## src/rtl/golden_nonce_pkg.sv

```systemverilog
// rtl/golden_nonce_pkg.sv - shared widths, defaults and output-state encoding for the golden nonce reporter
//
// Purpose : common definitions imported by nonce_fifo and golden_nonce_reporter.
// Contents: NONCE_W    - nonce word width
//           OVF_W      - overflow counter width
//           DEFAULT_EMPTY_WORD - word presented while nothing is buffered
//           out_state_t - read-port presentation state

package golden_nonce_pkg;

    localparam int unsigned NONCE_W = 32;
    localparam int unsigned OVF_W   = 8;

    localparam logic [NONCE_W-1:0] DEFAULT_EMPTY_WORD = 32'hFFFF_FFFF;

    typedef enum logic {
        ST_EMPTY   = 1'b0,
        ST_PRESENT = 1'b1
    } out_state_t;

endpackage

```

## src/rtl/nonce_fifo.sv

```systemverilog
// rtl/nonce_fifo.sv - synchronous DEPTH x NONCE_W show-ahead FIFO
//
// Purpose : storage for accepted golden nonces. push/pop are already qualified
//           by the caller (push never on full without a same-cycle pop, pop
//           never on empty), so this block does no guarding of its own.
// Ports   : hash_clk   - clock, rising edge
//           rst_n      - asynchronous active-low reset of pointers and count
//           push       - write push_data at the tail this cycle
//           push_data  - value to write
//           pop        - advance the head this cycle
//           full/empty - occupancy flags (from registered count)
//           count      - registered occupancy, one bit wider than the pointers
//           head       - current head entry (show-ahead)
//           head_next  - head entry as it will be after this edge

module nonce_fifo
    import golden_nonce_pkg::*;
#(
    parameter int unsigned DEPTH = 4
) (
    input  logic                         hash_clk,
    input  logic                         rst_n,
    input  logic                         push,
    input  logic [NONCE_W-1:0]           push_data,
    input  logic                         pop,
    output logic                         full,
    output logic                         empty,
    output logic [$clog2(DEPTH+1)-1:0]   count,
    output logic [NONCE_W-1:0]           head,
    output logic [NONCE_W-1:0]           head_next
);

    localparam int unsigned PTR_W = $clog2(DEPTH);
    localparam int unsigned CNT_W = $clog2(DEPTH+1);
    localparam logic [PTR_W-1:0] PTR_ONE = PTR_W'(1);
    localparam logic [CNT_W-1:0] CNT_ONE = CNT_W'(1);
    localparam logic [CNT_W-1:0] CNT_FULL = CNT_W'(DEPTH);

    logic [NONCE_W-1:0] mem [DEPTH];
    logic [PTR_W-1:0]   rd_ptr;
    logic [PTR_W-1:0]   wr_ptr;
    logic [PTR_W-1:0]   rd_ptr_inc;

    assign rd_ptr_inc = rd_ptr + PTR_ONE;
    assign full       = (count == CNT_FULL);
    assign empty      = (count == '0);
    assign head       = mem[rd_ptr];

    // Predict the head after this edge so the caller can register it and
    // present it with single-cycle latency. A push lands at the head only
    // when the FIFO is, or is about to become, empty.
    always_comb begin
        head_next = head;
        if (empty) begin
            head_next = push_data;
        end else if (pop) begin
            if (count == CNT_ONE) begin
                head_next = push_data;
            end else begin
                head_next = mem[rd_ptr_inc];
            end
        end
    end

    always_ff @(posedge hash_clk or negedge rst_n) begin
        if (!rst_n) begin
            rd_ptr <= '0;
            wr_ptr <= '0;
            count  <= '0;
        end else begin
            if (push) begin
                wr_ptr <= wr_ptr + PTR_ONE;
            end
            if (pop) begin
                rd_ptr <= rd_ptr_inc;
            end
            if (push && !pop) begin
                count <= count + CNT_ONE;
            end else if (pop && !push) begin
                count <= count - CNT_ONE;
            end
        end
    end

    // Contents need no reset: the pointers define what is valid.
    always_ff @(posedge hash_clk) begin
        if (push) begin
            mem[wr_ptr] <= push_data;
        end
    end

endmodule

```

## src/rtl/golden_nonce_reporter.sv

```systemverilog
// rtl/golden_nonce_reporter.sv - buffers golden nonces from the hashing core for host readout
//
// Purpose : filters repeated hits, buffers accepted nonces in nonce_fifo,
//           counts hits lost to a full buffer and presents the head entry
//           (minus NONCE_OFFSET) on a registered read port with a pop strobe.
// Ports   : rx_hash_clk       - clock, rising edge
//           rx_reset_n        - asynchronous active-low reset
//           rx_new_nonce      - one push request per high cycle
//           rx_golden_nonce   - nonce value accompanying rx_new_nonce
//           rx_read           - host pop strobe
//           rx_clear_overflow - zero the overflow counter
//           tx_nonce          - head minus NONCE_OFFSET, or EMPTY_WORD
//           tx_nonce_valid    - buffer non-empty
//           tx_count          - buffer occupancy
//           tx_overflow_count - saturating count of hits dropped while full

module golden_nonce_reporter
    import golden_nonce_pkg::*;
#(
    parameter int unsigned        DEPTH        = 4,
    parameter logic [NONCE_W-1:0] NONCE_OFFSET = 32'd0,
    parameter logic [NONCE_W-1:0] EMPTY_WORD   = DEFAULT_EMPTY_WORD
) (
    input  logic                         rx_hash_clk,
    input  logic                         rx_reset_n,
    input  logic                         rx_new_nonce,
    input  logic [NONCE_W-1:0]           rx_golden_nonce,
    input  logic                         rx_read,
    input  logic                         rx_clear_overflow,
    output logic [NONCE_W-1:0]           tx_nonce,
    output logic                         tx_nonce_valid,
    output logic [$clog2(DEPTH+1)-1:0]   tx_count,
    output logic [OVF_W-1:0]             tx_overflow_count
);

    localparam int unsigned CNT_W = $clog2(DEPTH+1);
    localparam logic [CNT_W-1:0] CNT_ONE = CNT_W'(1);
    localparam logic [OVF_W-1:0] OVF_MAX = '1;
    localparam logic [OVF_W-1:0] OVF_ONE = OVF_W'(1);

    logic               fifo_full;
    logic               fifo_empty;
    logic [CNT_W-1:0]   fifo_count;
    logic [NONCE_W-1:0] fifo_head;
    logic [NONCE_W-1:0] fifo_head_next;

    logic [NONCE_W-1:0] last_nonce;
    logic               last_valid;

    logic               is_dup;
    logic               pop_acc;
    logic               push_acc;
    logic               drop;

    out_state_t         state;
    out_state_t         state_next;
    logic [NONCE_W-1:0] nonce_next;

    // A repeat of the last accepted value is discarded before it can reach
    // the full/overflow decision, so duplicates never count as drops.
    assign is_dup   = last_valid && (rx_golden_nonce == last_nonce);
    assign pop_acc  = rx_read && !fifo_empty;
    assign push_acc = rx_new_nonce && !is_dup && (!fifo_full || pop_acc);
    assign drop     = rx_new_nonce && !is_dup && fifo_full && !pop_acc;

    nonce_fifo #(
        .DEPTH (DEPTH)
    ) u_fifo (
        .hash_clk  (rx_hash_clk),
        .rst_n     (rx_reset_n),
        .push      (push_acc),
        .push_data (rx_golden_nonce),
        .pop       (pop_acc),
        .full      (fifo_full),
        .empty     (fifo_empty),
        .count     (fifo_count),
        .head      (fifo_head),
        .head_next (fifo_head_next)
    );

    assign tx_count = fifo_count;

    always_ff @(posedge rx_hash_clk or negedge rx_reset_n) begin
        if (!rx_reset_n) begin
            last_nonce <= '0;
            last_valid <= 1'b0;
        end else if (push_acc) begin
            last_nonce <= rx_golden_nonce;
            last_valid <= 1'b1;
        end
    end

    // Clear takes priority over a coincident drop.
    always_ff @(posedge rx_hash_clk or negedge rx_reset_n) begin
        if (!rx_reset_n) begin
            tx_overflow_count <= '0;
        end else if (rx_clear_overflow) begin
            tx_overflow_count <= '0;
        end else if (drop && (tx_overflow_count != OVF_MAX)) begin
            tx_overflow_count <= tx_overflow_count + OVF_ONE;
        end
    end

    always_ff @(posedge rx_hash_clk or negedge rx_reset_n) begin
        if (!rx_reset_n) begin
            state <= ST_EMPTY;
        end else begin
            state <= state_next;
        end
    end

    always_comb begin
        state_next = state;
        nonce_next = EMPTY_WORD;
        case (state)
            ST_EMPTY: begin
                if (push_acc) begin
                    state_next = ST_PRESENT;
                end
            end
            ST_PRESENT: begin
                if (pop_acc && !push_acc && (fifo_count == CNT_ONE)) begin
                    state_next = ST_EMPTY;
                end
            end
            default: begin
                state_next = ST_EMPTY;
            end
        endcase
        if (state_next == ST_PRESENT) begin
            nonce_next = fifo_head_next - NONCE_OFFSET;
        end
    end

    assign tx_nonce_valid = (state == ST_PRESENT);

    always_ff @(posedge rx_hash_clk or negedge rx_reset_n) begin
        if (!rx_reset_n) begin
            tx_nonce <= EMPTY_WORD;
        end else begin
            tx_nonce <= nonce_next;
        end
    end

    // fifo_head is the show-ahead view; only head_next feeds the register.
    logic unused_head;
    assign unused_head = ^fifo_head;

endmodule

```

## config.mk

```make
export PLATFORM = sky130hd
export DESIGN_NAME = golden_nonce_reporter
export DESIGN_NICKNAME = d
export VERILOG_FILES = /design/src/rtl/golden_nonce_pkg.sv /design/src/rtl/nonce_fifo.sv /design/src/rtl/golden_nonce_reporter.sv
export SDC_FILE = /design/constraint.sdc
export NUM_CORES = 1
export LEC_CHECK = 0
export ABC_AREA = 1
export CORE_ASPECT_RATIO = 0.6
export CORE_MARGIN = 1.5
export CORE_UTILIZATION = 25
export DETAILED_ROUTE_END_ITERATION = 12
export PLACE_DENSITY_LB_ADDON = 0.15
export SYNTH_ARGS = -nofsm -noshare
export SYNTH_HDL_FRONTEND = slang
export SYNTH_SLANG_ARGS = --single-unit
```

## constraint.sdc

```tcl
create_clock -name rx_hash_clk -period 3 [get_ports rx_hash_clk]
set_input_delay 0.45 -clock rx_hash_clk [delete_from_list [all_inputs] [get_ports rx_hash_clk]]
set_output_delay 0.45 -clock rx_hash_clk [all_outputs]
set_load 0.01 [all_outputs]
```

After elaboration in Yosys (flattened, before gate mapping) --
Memory sizes are Yosys's and may differ from the RTL's. Index checks and enable logic that the tools add are counted.
Word-level totals: register bits 81, latch bits 0, bits in writable memories 128, ROM bits 0, input port bits 37, output and inout bits 44, logic and storage cells 50, memories kept 1
Cells by class: $add $sub $neg 5, multiply operators 0, div/mod/pow operators 0, magnitude comparators 0, eq/ne operators 4, shifts and indexed selects 0, multiplexer cells 12, bitwise operators 1, reductions and logical operators 19
Memory list:
- u_fifo.mem | words 4, width 32, rd ports 2, clocked after Yosys merged registers in 0, write ports 1, line nonce_fifo.sv:39 | logic [NONCE_W-1:0] mem [DEPTH];
Operators by type and width (number):
- 32-bit 2-to-1 mux | 4
- 32-bit equality test | 1
- 8-bit 2-to-1 mux | 2
- 1-bit logical AND | 10
- 8-bit by 1-bit adder with 8-bit output (second input constant) | 1
- 8-bit inequality test (second input constant) | 1
- 3-bit 2-to-1 mux | 2
- 1-bit logical NOT | 5
- 2-bit by 1-bit adder with 2-bit output (second input constant) | 2
- 2-bit nonzero test | 2
- 3-bit by 1-bit adder with 3-bit output (second input constant) | 1
- 3-bit by 1-bit equality test with 1-bit output (second input constant) | 1
- 3-bit equality test (second input constant) | 1
- 3-bit logical NOT | 1
- 1-bit 2-to-1 mux | 3
- 3-bit by 1-bit subtractor with 3-bit output (second input constant) | 1
- 1-bit case mux with 2 select lines | 1
- 1-bit logical OR | 1
- 1-bit inverter | 1

Logic depth before layout (Yosys ltp) --
depth after elaboration 11, gate-level depth with buffers 14, depth with buffers taken out 14

By module --
From an unflattened synthesis, not the netlist that was laid out.
Unflattened totals: cell total of the unflattened synthesis 1422, area, all modules 11268.3 µm²
Modules (own cells, without submodules):
- nonce_fifo | instances 1, cells an instance 984, area an instance 7801.2 µm², sequential area each 4018.9 µm²
- golden_nonce_reporter | instances 1, cells an instance 438, area an instance 3467.1 µm², sequential area each 1891.8 µm²

Worst setup path after synthesis --
OpenSTA, ideal clock, no wires.
path type in2reg, start point in rx_golden_nonce[22], end point mem u_fifo.mem[1][0], enable pin, setup time 421 ps, arrival time 2638 ps, data required time 2579 ps, slack -59 ps, stages 9, path buffers 1, cells stage by stage or2_0 > nand3_1 > nor2_1 > nand3_1 > nor2_1 > nor2_1 > nand2_1 > buf_2 > nor2_1
Between the ends: word-level cells in the longest chain between the ends 7
RTL lines:
- start, declared | line golden_nonce_reporter.sv:27 | input logic [NONCE_W-1:0] rx_golden_nonce,
- 32-bit equality test | line golden_nonce_reporter.sv:61 | assign is_dup = last_valid && (rx_golden_nonce == last_nonce);
- 1-bit logical AND | line golden_nonce_reporter.sv:61
- 1-bit logical NOT | line golden_nonce_reporter.sv:63 | assign push_acc = rx_new_nonce && !is_dup && (!fifo_full || pop_acc);
- 1-bit logical AND (2 in a row) | line golden_nonce_reporter.sv:63
- 1-bit 2-to-1 mux | line nonce_fifo.sv:87 | if (push) begin
- 1-bit 2-to-1 mux (not written as such) | line nonce_fifo.sv:88 | mem[wr_ptr] <= push_data;
- end, declared | line nonce_fifo.sv:39
No other way between the ends.

Worst setup path in the final report --
start point in rx_golden_nonce[15], end point mem u_fifo.mem[1][26], enable pin
The elaborated chain is that of the path after synthesis.

==> impl_metrics.py <==
metrics = {
    "run_status": {
        "status": "finished, final reports clean",
    },
    "worst_setup_path": {
        "crit_chain": "clkdlybuf4s50_1, inv_1, nand2_1, nand2_1, nor2_1, nand3_1, nor2_1, nand2_1, nor2_1, nor2_1, nand2_1, buf_12, nor2_2",
        "crit_required_ns": 3.13,
        "end_kind": "register",
        "crit_path_max_fanout": 16,
        "cp_num_buf_inv": 3,
        "cpLargestDelayFamily": "simple AND/OR/NAND/NOR gates",
        "slowest_delay_ns": 0.96,
        "critical_path.startpoint_type": "input pin",
        "arrival_ns": 3.07,
        "path_class": "input pin to register",
        "cpMaxStageDelayCell": "nor2_2",
    },
    "logic_synthesis": {
        "yosys.area_share.simple": 0.1798,
        "syn-cell-area_um2": 10440,
        "synth-seq-cells": 209,
        "synthesis.nets": 1183,
        "synthMuxAreaShare": 0,
        "synth.area.top_cells": "edfxtp_1, dfrtp_1, nand2_1, dfstp_2, o21ai_0",
        "syn_area_per_cell_um2": 9.182,
        "netlist.area_leader.share": 0.3682,
        "async_flop_share": 0.3876,
        "synth_compound_gate_area_share": 0.1648,
        "netlist-cell-type-count": 41,
        "yosysSeqAreaShare": 0.5662,
        "ys_warn_count": 0,
        "yosys.area.top_type": "edfxtp_1",
        "synth-edff-count": 128,
        "synth.most_common_cell": "nand2_1",
        "synth_common_cells": "nand2_1, o21ai_0, edfxtp_1",
        "synthAdderAreaFrac": 0.01079,
        "synth_top_family_by_area": "simple AND/OR/NAND/NOR gates",
        "synthCells": 1137,
        "synth_xor_area_frac": 0.01174,
        "synth_ff_type": "edfxtp_1",
    },
    "die": {
        "core-area_um2": 40790,
        "die_h_um": 161.3,
        "start_util": 0.2559,
        "ios": 81,
        "rows": 57,
        "die_area_um2": 43040,
        "die_w_um": 266.8,
    },
    "placement": {
        "dp_hpwl_mm": 24.37,
        "place_congestion": 0.8031,
        "dp.cells": 1789,
        "place.port_buffers": 80,
        "dp_slack_ns": -0.4139,
    },
    "global_route": {
        "grt_max_degree": 91,
        "grt_use_total": 0.1625,
        "antenna_found_initial": 1,
        "grt-ovfl-total": 0,
        "grt_pass1_vias": 7733,
        "grt_pass1_wl_mm": 51.63,
    },
    "timing": {
        "hold_violations": 0,
        "rsz0062_at_grt": "yes",
        "fin_skew_ns": 0.01121,
        "setup_viol": 0,
        "slew_viol_final": 0,
        "slew_headroom": 0.1630,
        "max_freq_ghz": 0.3406,
        "finalCritPeriodShare": 0.9787,
        "layout_setup_ws_ns": 0.06390,
        "worstMarginPinSlew_ns": 1.254,
        "fin_setup_tns_ns": 0,
        "period_needed_ns": 2.936,
    },
    "clocking": {
        "post_cts_buffers": 0,
        "numCtsBuffers": 22,
        "clockRootBuffer": "clkbuf_16",
        "cts_tree": "built",
        "clkTransAtPathRegs_ns": 0.06,
        "clock_sinks": 209,
        "cts.path.max_buffers": 3,
        "insertion_delay_ns": 0.52,
        "cts_htree_levels": 1,
    },
    "cells_and_area": {
        "syn_to_final_growth_pct": 25.16,
        "drive_gt1_frac": 0.1515,
        "stdcell_count": 1834,
        "fin_nets": 1304,
        "diodes": 0,
        "fillers": 4248,
    },
    "drt": {
        "drt-wirelength-per-cell_um": 19.41,
        "via_per_inst": 4.684,
        "ant_nets": 0,
        "drtIter0Drc": 1036,
        "vias": 8591,
        "drt_pass1_iterations": 5,
        "drc": 0,
        "drt_wl_total_mm": 35.61,
    },
    "power_and_ir_drop": {
        "power_density_nw_per_um2": 995.5,
        "vdd_drop_max_uv": 423.9,
        "leakage_nw": 5.262,
        "finalPower_mw": 13.01,
    },
    "worst_hold_path": {
        "hp-class": "register to register",
    },
    "run": {
        "cap_viol_max_count": 0,
    },
}
worst register-to-register path, cell delays in order (launching register included):
cell     delay, ns
dfrtp_1       0.38
inv_1         0.09
nand2_1       0.05
and2_1        0.20
nand3_1       0.10
nor2_1        0.04
nand2_1       0.05
nor2_1        0.06
nor2_1        0.12
nand2_1       0.14
buf_12        0.19
nor2_2        0.97
routing by layer:
layer  track usage  routed length (um)  vias to the layer above
li1              -                   -                     4130
met1        0.2656               19250                     4106
met2        0.1992               12730                      324
met3       0.05443                3226                       29
met4       0.02712                 378                        2
met5             0                  16                        -
flip-flops by register name, indices dropped and copies added, names as in the netlist:
signal             count
last_nonce            32
u_fifo.mem           128
tx_overflow_count      8
u_fifo.rd_ptr          2
u_fifo.wr_ptr          2
last_valid             1
tx_nonce_valid         1
tx_nonce              32
u_fifo.count           3
cells by family after synthesis:
logic type	after synthesis
xor gates and xnor gates	14
and+or+nand+nor	446
adders and majority gates	9
DFF	209
buffers and inverters	157
AOI/OAI and AO/OA	302
worst paths after layout:
kind / from / endpoint / slack, ns / cells past startpoint
worst max-delay path: rx_golden_nonce[15] / u_fifo.mem[1][26] / 0.06 / 13
worst min-delay path: last_valid / last_valid / 0.45 / 2
worst max register to register: last_nonce[18] / u_fifo.mem[1][26] / 0.22 / 11
worst min register to register: last_valid / last_valid / 0.45 / 2
max in group asynchronous: rx_reset_n / tx_nonce[16] / 1.66 / 3
min in group asynchronous: rx_reset_n / u_fifo.count[2] / 0.50 / 2
placed cells by master (no fill, tap or decap), drive strengths merged:
cell type	synthesis	final
nand2	261	261
o21ai	213	213
edfxtp	128	128
nor2	104	108
inv	90	90
clkdlybuf4s50	0	79
buf	30	77
nand3	67	67
dfrtp	49	49
a21oi	43	43
clkbuf	34	35
dfstp	32	32
o22ai	21	21
o221ai	11	11
xor2	10	10
a22oi	9	9
ha	9	9
nand4	7	7
clkinv	3	5
xnor2	4	4
bufinv	0	3
and2	2	2
a32oi	2	2
o31ai	2	2
nor3	2	2
or2	1	1
nor2b	1	1
a31oi	1	1
nor3b	1	1
dlygate4sd3	0	1
stage by stage:
| step | util | hold slack [ns] | area, um2 |
|---|---|---|---|
| after floorplan | - | 0.1544 | 10440 |
| after global placement | 0.3015 | 0.4446 | 12300 |
| after detailed placement | 0.3015 | 0.4430 | 12300 |
| after CTS | 0.3196 | 0.4572 | 13040 |
| after global routing | 0.3203 | 0.4716 | 13070 |
| final | 0.3203 | 0.4493 | 13070 |
layout make-up:
class                   count  area [um2]  area share
flip-flops and latches    209        5914      0.4526
repair buffers            157        1479      0.1132
clock inverters             5       97.59    0.007469
multi-input cells         775        3892      0.2979
well taps                 560       700.7     0.05362
clock buffers              35       630.6     0.04826
inverters                  93       351.6     0.02691
power by group:
group          internal, mW  total [mW]  switching (mW)
Sequential             3.98        4.31           0.329
Combinational          2.07        5.86            3.78
Clock                  1.70        2.84            1.14
repair_timing:
action,in CTS,in global routing
resized for setup,0,1
hold buffers,1,0
endpoints found under the hold margin,14,0
endpoints found under the setup margin,0,128
No activity file was read; power rests on OpenSTA's default activity.
